`src/rtl/memory_access_stage.sv`:
```
// MEM pipeline stage: issues req/gnt + rvalid data-memory transactions for
// loads/stores, aligns store bytes, extracts/extends load data, and drives
// the MEM_WB register set. mem_hold freezes upstream while an access is open.

// One byte lane of the store path: picks the byte this lane drives and
// whether the lane is enabled for the current access size/offset.
module mem_access_lane #(
  parameter int LANE = 0
) (
  input  logic [1:0] i_size,  // 00 B, 01 H, 1x W
  input  logic [1:0] i_a,     // byte offset within the word
  input  logic [7:0] i_b,     // store byte 0 (byte replication source)
  input  logic [7:0] i_h,     // byte of the low half that maps to this lane
  input  logic [7:0] i_w,     // byte of the full word that maps to this lane
  output logic [7:0] o_byte,
  output logic       o_be
);
  localparam logic [1:0] L = 2'(LANE);

  // Size decides both data source and enable for this lane
  always_comb begin
    o_byte = i_w;
    o_be   = 1'b1;
    case (i_size)
      2'b00: begin
        o_byte = i_b;
        o_be   = (i_a == L);
      end
      2'b01: begin
        o_byte = i_h;
        o_be   = (i_a[1] == L[1]);
      end
      default: ;
    endcase
  end
endmodule

module memory_access_stage #(
  parameter int TIMEOUT = 255
) (
  input  logic        clk,
  input  logic        Rst_n,
  input  logic        dbg,
  input  logic        f_stall,
  input  logic [31:0] EX_MEM_alures,
  input  logic [31:0] EX_MEM_storedata,
  input  logic        EX_MEM_memread,
  input  logic        EX_MEM_memwrite,
  input  logic [2:0]  EX_MEM_funct3,
  input  logic [4:0]  EX_MEM_rd,
  input  logic        EX_MEM_regwrite,
  input  logic        EX_MEM_CSR_read,
  input  logic [31:0] EX_MEM_CSR,
  output logic        dmem_req,
  output logic        dmem_we,
  output logic [31:0] dmem_addr,
  output logic [31:0] dmem_wdata,
  output logic [3:0]  dmem_be,
  input  logic        dmem_gnt,
  input  logic        dmem_rvalid,
  input  logic [31:0] dmem_rdata,
  output logic        mem_hold,
  output logic        misalign_exc,
  output logic        bus_err,
  output logic [31:0] MEM_WB_alures,
  output logic [31:0] MEM_WB_memres,
  output logic [31:0] MEM_WB_CSR,
  output logic [4:0]  MEM_WB_rd,
  output logic        MEM_WB_memread,
  output logic        MEM_WB_regwrite,
  output logic        MEM_WB_CSR_read
);
  localparam int         NUM_LANES = 4;
  localparam logic [7:0] TO_LAST   = 8'(TIMEOUT - 1);

  typedef enum logic [1:0] {IDLE, REQ, RESP, DONE} state_t;

  state_t      r_state, w_next;
  logic [7:0]  r_timer;
  logic [31:0] r_memres;   // completion data held while the pipe is frozen
  logic        r_kill;     // completion suppressed regwrite (bus error)

  logic        w_adv, w_is_mem, w_mis, w_go, w_signed;
  logic [1:0]  w_size, w_a;
  logic [31:0] w_shift, w_ext;
  logic        w_cmpl, w_hold, w_req, w_tout, w_mexc;
  logic [31:0] w_cap_res;
  logic        w_cap_kill;

  assign w_adv    = !dbg && !f_stall;
  assign w_a      = EX_MEM_alures[1:0];
  assign w_size   = EX_MEM_funct3[1:0];
  assign w_signed = !EX_MEM_funct3[2];
  assign w_is_mem = EX_MEM_memread || EX_MEM_memwrite;
  assign w_mis    = w_is_mem && (w_size[1] ? (w_a != 2'b00) : (w_size[0] && w_a[0]));
  assign w_go     = w_is_mem && !w_mis;

  // Store path: word-aligned address, per-lane data and enables
  assign dmem_addr = {EX_MEM_alures[31:2], 2'b00};

  for (genvar g = 0; g < NUM_LANES; g++) begin : g_lane
    mem_access_lane #(.LANE(g)) u_lane (
      .i_size (w_size),
      .i_a    (w_a),
      .i_b    (EX_MEM_storedata[7:0]),
      .i_h    (EX_MEM_storedata[8*(g%2) +: 8]),
      .i_w    (EX_MEM_storedata[8*g +: 8]),
      .o_byte (dmem_wdata[8*g +: 8]),
      .o_be   (dmem_be[g])
    );
  end

  // Load path: shift the addressed byte/half down, then extend. Word loads
  // are aligned so the shift is zero and the full word passes through.
  assign w_shift = dmem_rdata >> {w_a, 3'b000};

  // Sign/zero extension by access size
  always_comb begin
    w_ext = w_shift;
    case (w_size)
      2'b00:   w_ext = {{24{w_signed & w_shift[7]}},  w_shift[7:0]};
      2'b01:   w_ext = {{16{w_signed & w_shift[15]}}, w_shift[15:0]};
      default: ;
    endcase
  end

  // Next state, hold and completion decode
  always_comb begin
    w_next     = r_state;
    w_hold     = 1'b0;
    w_req      = 1'b0;
    w_cmpl     = 1'b0;
    w_tout     = 1'b0;
    w_mexc     = 1'b0;
    w_cap_res  = 32'b0;
    w_cap_kill = 1'b0;
    case (r_state)
      IDLE: begin
        if (w_go) begin
          w_next = REQ;
          w_hold = 1'b1;
        end else begin
          // non-memory or misaligned op retires here without a bus access
          w_cmpl     = 1'b1;
          w_cap_kill = w_mis;
          w_mexc     = w_mis && w_adv;
        end
      end
      REQ: begin
        w_req  = 1'b1;
        w_hold = 1'b1;
        // rvalid in the grant cycle belongs to nobody and is dropped
        if (dmem_gnt) begin
          if (EX_MEM_memwrite) w_cmpl = 1'b1;
          else                 w_next = RESP;
        end
      end
      RESP: begin
        w_hold = 1'b1;
        if (dmem_rvalid) begin
          w_cmpl    = 1'b1;
          w_cap_res = w_ext;
        end else if (r_timer == TO_LAST) begin
          w_cmpl     = 1'b1;
          w_tout     = 1'b1;
          w_cap_kill = 1'b1;
        end
      end
      DONE: begin
        w_hold     = 1'b1;
        w_cmpl     = 1'b1;
        w_cap_res  = r_memres;
        w_cap_kill = r_kill;
      end
      default: w_next = IDLE;
    endcase
    // a bus completion either retires now or parks in DONE until the pipe moves
    if (r_state != IDLE && w_cmpl) begin
      if (w_adv) begin
        w_hold = 1'b0;
        w_next = IDLE;
      end else begin
        w_next = DONE;
      end
    end
  end

  // Reset gates the combinational controls so they drop immediately
  assign dmem_req     = w_req && Rst_n;
  assign dmem_we      = w_req && EX_MEM_memwrite;
  assign mem_hold     = w_hold && Rst_n;
  assign misalign_exc = w_mexc && Rst_n;
  assign bus_err      = w_tout && Rst_n;

  // State register, response timer and parked completion data
  always_ff @(posedge clk or negedge Rst_n) begin
    if (!Rst_n) begin
      r_state  <= IDLE;
      r_timer  <= 8'd0;
      r_memres <= 32'b0;
      r_kill   <= 1'b0;
    end else begin
      r_state <= w_next;
      if (r_state == REQ)       r_timer <= 8'd0;
      else if (r_state == RESP) r_timer <= r_timer + 8'd1;
      if (w_cmpl && !w_adv && r_state != IDLE) begin
        r_memres <= w_cap_res;
        r_kill   <= w_cap_kill;
      end
    end
  end

  // MEM_WB capture on a completing, non-stalled cycle
  always_ff @(posedge clk or negedge Rst_n) begin
    if (!Rst_n) begin
      MEM_WB_alures   <= 32'b0;
      MEM_WB_memres   <= 32'b0;
      MEM_WB_CSR      <= 32'b0;
      MEM_WB_rd       <= 5'b0;
      MEM_WB_memread  <= 1'b0;
      MEM_WB_regwrite <= 1'b0;
      MEM_WB_CSR_read <= 1'b0;
    end else if (w_cmpl && w_adv) begin
      MEM_WB_alures   <= EX_MEM_alures;
      MEM_WB_memres   <= w_cap_res;
      MEM_WB_CSR      <= EX_MEM_CSR;
      MEM_WB_rd       <= EX_MEM_rd;
      MEM_WB_memread  <= EX_MEM_memread && !w_mis;
      MEM_WB_regwrite <= EX_MEM_regwrite && !w_mis && !w_cap_kill;
      MEM_WB_CSR_read <= EX_MEM_CSR_read;
    end
  end
endmodule

```
`config.mk`:
```
export PLATFORM = sky130hd
export DESIGN_NAME = memory_access_stage
export DESIGN_NICKNAME = d
export VERILOG_FILES = /design/src/rtl/memory_access_stage.sv
export SDC_FILE = /design/constraint.sdc
export NUM_CORES = 1
export LEC_CHECK = 0
export BUFFER_PORTS_ARGS = -buffer_cell sky130_fd_sc_hd__buf_2
export CAP_MARGIN = 30
export CELL_PAD_IN_SITES_DETAIL_PLACEMENT = 0
export CELL_PAD_IN_SITES_GLOBAL_PLACEMENT = 1
export CORE_MARGIN = 2
export CORE_UTILIZATION = 39
export DETAILED_ROUTE_END_ITERATION = 10
export PLACE_DENSITY_LB_ADDON = 0.1
export SYNTH_ARGS = -nofsm -noshare
export SYNTH_HDL_FRONTEND = slang
export SYNTH_SLANG_ARGS = --single-unit
```
`constraint.sdc`:
```
create_clock -name clk -period 3.8 [get_ports clk]
set_input_delay 0.38 -clock clk [delete_from_list [all_inputs] [get_ports clk]]
set_output_delay 0.38 -clock clk [all_outputs]
set_load 0.05 [all_outputs]
```
==> results by group <==
Worst hold path
  – Worst Hold Class: input port to flop

Global routing
  – Initial antenna violation count: 0
  – Largest net degree at the start of global routing: 82
  – Total GRT Usage: 0.2022
  – GRT overflow: 0
  – Vias in the first global route: 6194
  – First-pass GRT wire length: 32.67 mm

Yosys
  – Count leader, synth: dfrtp_1
  – Mapped Area: 0.007656 sq mm
  – Async SR Flop Fraction: 1.000
  – Ranking of synthesized cells by area: dfrtp_1, mux2_2, o32a_1
  – Yosys warns: 0
  – Mean Syn Cell Area: 11.43 sq um
  – Synth top area share: 0.4805
  – Top cells by count, synth: dfrtp_1, mux2_2, nand2_1
  – Mapped Cells: 670
  – Main synth FF type: dfrtp_1
  – EDFF count, synth: 0
  – Register area share after synthesis: 0.4805
  – Yosys reg bits: 147
  – Yosys cell types: 54
  – Largest area contributor in the netlist: dfrtp_1

Place
  – Dpl hpwl: 15.21 mm
  – Routability cong.: 0.8072
  – PortBufs: 320
  – Pre-CTS setup slack: 1.062 ns
  – Placed cells: 1174

Routing
  – Routed WL: 21.32 mm
  – DR vias/cell: 5.139
  – Avg WL per Cell: 17.66 um
  – Via Count: 6203
  – ANT nets after route: 0
  – Initial drt markers: 280
  – Initial DRT Pass Iterations: 5
  – # DRC: 0

Critical path
  – CP Launch Type: flop
  – Critical path origin: r_state[0]$_DFFE_PN0P_
  – CP max FO: 35
  – Worst R2R Path Depth: 7
  – Reg2Reg Capture Point: r_memres[31]$_DFFE_PN0P_
  – Setup crit end kind: output pin
  – WP data required: 3.42 ns
  – CP Cell Sequence: ha_1 -> buf_4 -> a211oi_1 -> o211a_2 -> nor3_1 -> a221oi_1 -> buf_2
  – Crit path largest cell delay: 0.41 ns
  – R2r setup slk: 1.10 ns
  – Worst EP arrival: 2.65 ns
  – Slowest CP cell: dfrtp_1
  – CP Class: flop to output pin
  – Critical Path End: mem_hold
  – RR Startpoint: r_state[1]$_DFFE_PN0P_

Outcome
  – Status: completed

Clock tree
  – H-tree depth: 4
  – CTS Buf Count: 17
  – Worst-skew pair later-pin latency: 0.42 ns
  – CTS resizes: 0
  – Clock slew at reported path FFs: 0.06 ns
  – Clock root buffer: clkbuf_16
  – Setup bufs post-CTS: 0
  – CTS tree: done
  – Clk sink count: 147
  – CTS max path bufs: 2

Final layout
  – Layout Area Growth over Synthesis: 27.23%
  – Fillers: 1814
  – Share of cells above drive strength 1: 0.5106
  – Post-Layout Cell Count: 1207
  – Area taken by multi-input logic gates: 0.003363 sq mm
  – Ant. Diodes: 0
  – Register area: 0.003679 sq mm
  – Nets: 1083

Timing
  – Fin crit share: 0.7984
  – Final Max Slew Viols: 0
  – Setup TNS Final: 0 ns
  – RSZ-0062 raised after global routing: false
  – Hold Vio Cnt, Final: 0
  – Fin crit period: 3.034 ns
  – Worst-Margin Slew: 0.8672 ns
  – Relative slew slack: 0.4200
  – Fmax: 329.6 MHz
  – # setup viols final: 0
  – Final setup margin: 0.7662 ns
  – Worst clock skew: 0.01256 ns

Run
  – Max-cap violations: 0

Power
  – Total power: 9.427 mW
  – Static leakage: 4.734 nW
  – Cell Pwr Density: 967.8 mW/mm^2
  – Max VDD drop: 541.1 uV

Die
  – CORE AREA: 0.01933 sq mm
  – Initial Utilization: 0.3960
  – DIE HEIGHT: 144.1 um
  – FP Rows: 51
  – Die span in x: 144.1 um
  – I/O Pins: 323
  – Area of the die: 0.02077 sq mm
cell families (layout without fill, tap and decap cells):
| kind of cell | Yosys count | count (layout) | share of synthesized area |
|---|---|---|---|
| AO/OA/AOI/OAI | 130 | 130 | 0.1358 |
| XOR/XNOR | 3 | 3 | 0.003433 |
| adder cells (fa/ha/maj) | 7 | 7 | 0.01144 |
| buffers and inverters | 104 | 375 | 0.08253 |
| flip-flops | 147 | 147 | 0.4805 |
| multiplexers | 138 | 138 | 0.2030 |
| other | 1 | 2 | 0.0004898 |
| AND/OR/NAND/NOR | 140 | 140 | 0.08286 |
how the worst min path moves through the flow:
stage,from,end,cells past startpoint
6_report,EX_MEM_CSR[12],MEM_WB_CSR[12]$_DFFE_PN0P_,2
5_1_grt,EX_MEM_CSR[4],MEM_WB_CSR[4]$_DFFE_PN0P_,2
4_1_cts,EX_MEM_CSR[12],MEM_WB_CSR[12]$_DFFE_PN0P_,2
3_5_place_dp,Rst_n,r_state[1]$_DFFE_PN0P_,1
3_3_place_gp,Rst_n,MEM_WB_regwrite$_DFFE_PN0P_,1
2_1_floorplan,Rst_n,MEM_WB_CSR[0]$_DFFE_PN0P_,0
state kept, by name, indices dropped and copies added (netlist names), 2 cells and up:
| name | count |
|---|---|
| MEM_WB_alures | 32 |
| MEM_WB_memres | 32 |
| r_state | 2 |
| MEM_WB_CSR | 32 |
| r_timer | 8 |
| r_memres | 32 |
| MEM_WB_rd | 5 |
what timing repair did:
item | CTS | global route
hold buffers | 1 | 0
hold endpoints to repair | 1 | 0
setup endpoints to repair | 0 | 0
per-stage QoR:
step	cell area (sq um)	util	hold WS (ns)
2_1_floorplan	7660	-	0.08441
6_report	9741	0.5038	0.1803
4_1_cts	9713	0.5024	0.1603
3_3_place_gp	9114	0.4714	0.4414
3_5_place_dp	9125	0.4719	0.4511
5_1_grt	9741	0.5038	0.1681
placed cells by master, fill, tap and decap left out, types with 5 or more instances in the layout:
master | netlist | routed
buf_2 | 16 | 319
a22oi_1 | 16 | 16
nand2_1 | 94 | 94
a32oi_1 | 7 | 7
dfrtp_1 | 147 | 147
mux2i_1 | 18 | 18
ha_1 | 7 | 7
o32a_1 | 40 | 40
mux2_2 | 107 | 107
a211oi_1 | 7 | 7
buf_4 | 51 | 10
clkbuf_16 | 0 | 17
inv_1 | 10 | 10
o21ai_0 | 22 | 22
nand3_1 | 5 | 5
a22o_1 | 10 | 10
mux2_1 | 11 | 11
nor2_1 | 12 | 11
inv_6 | 0 | 5
layout make-up:
cell class	count	share of cell area
multi-input combinational	420	0.3453
tap	265	0.03404
sequential	147	0.3776
inverter	10	0.003854
clock buffer	18	0.04406
clock inverter	13	0.01529
timing repair buffer	334	0.1798
routing by layer:
metal  GRT usage  up-vias  routed length (um)
met1      0.2618     3006                9031
met4     0.05366        0                 190
li1            -     2924                   -
met2      0.3261      259               10270
met3     0.06755       14                1830
met5           0        -                   0
worst max-delay path: cells and delay by family (launching register included):
family	cells	cell delay, ns
AO/OA/AOI/OAI	3	0.94
adder cells (fa/ha/maj)	1	0.21
buffers and inverters	2	0.58
flip-flops	1	0.41
AND/OR/NAND/NOR	1	0.10
report_power, final:
group          internal [mW]  switching, mW
Combinational           1.47           3.57
Sequential              2.32          0.402
Clock                  0.974          0.682
No activity file was read; power rests on OpenSTA's default activity.
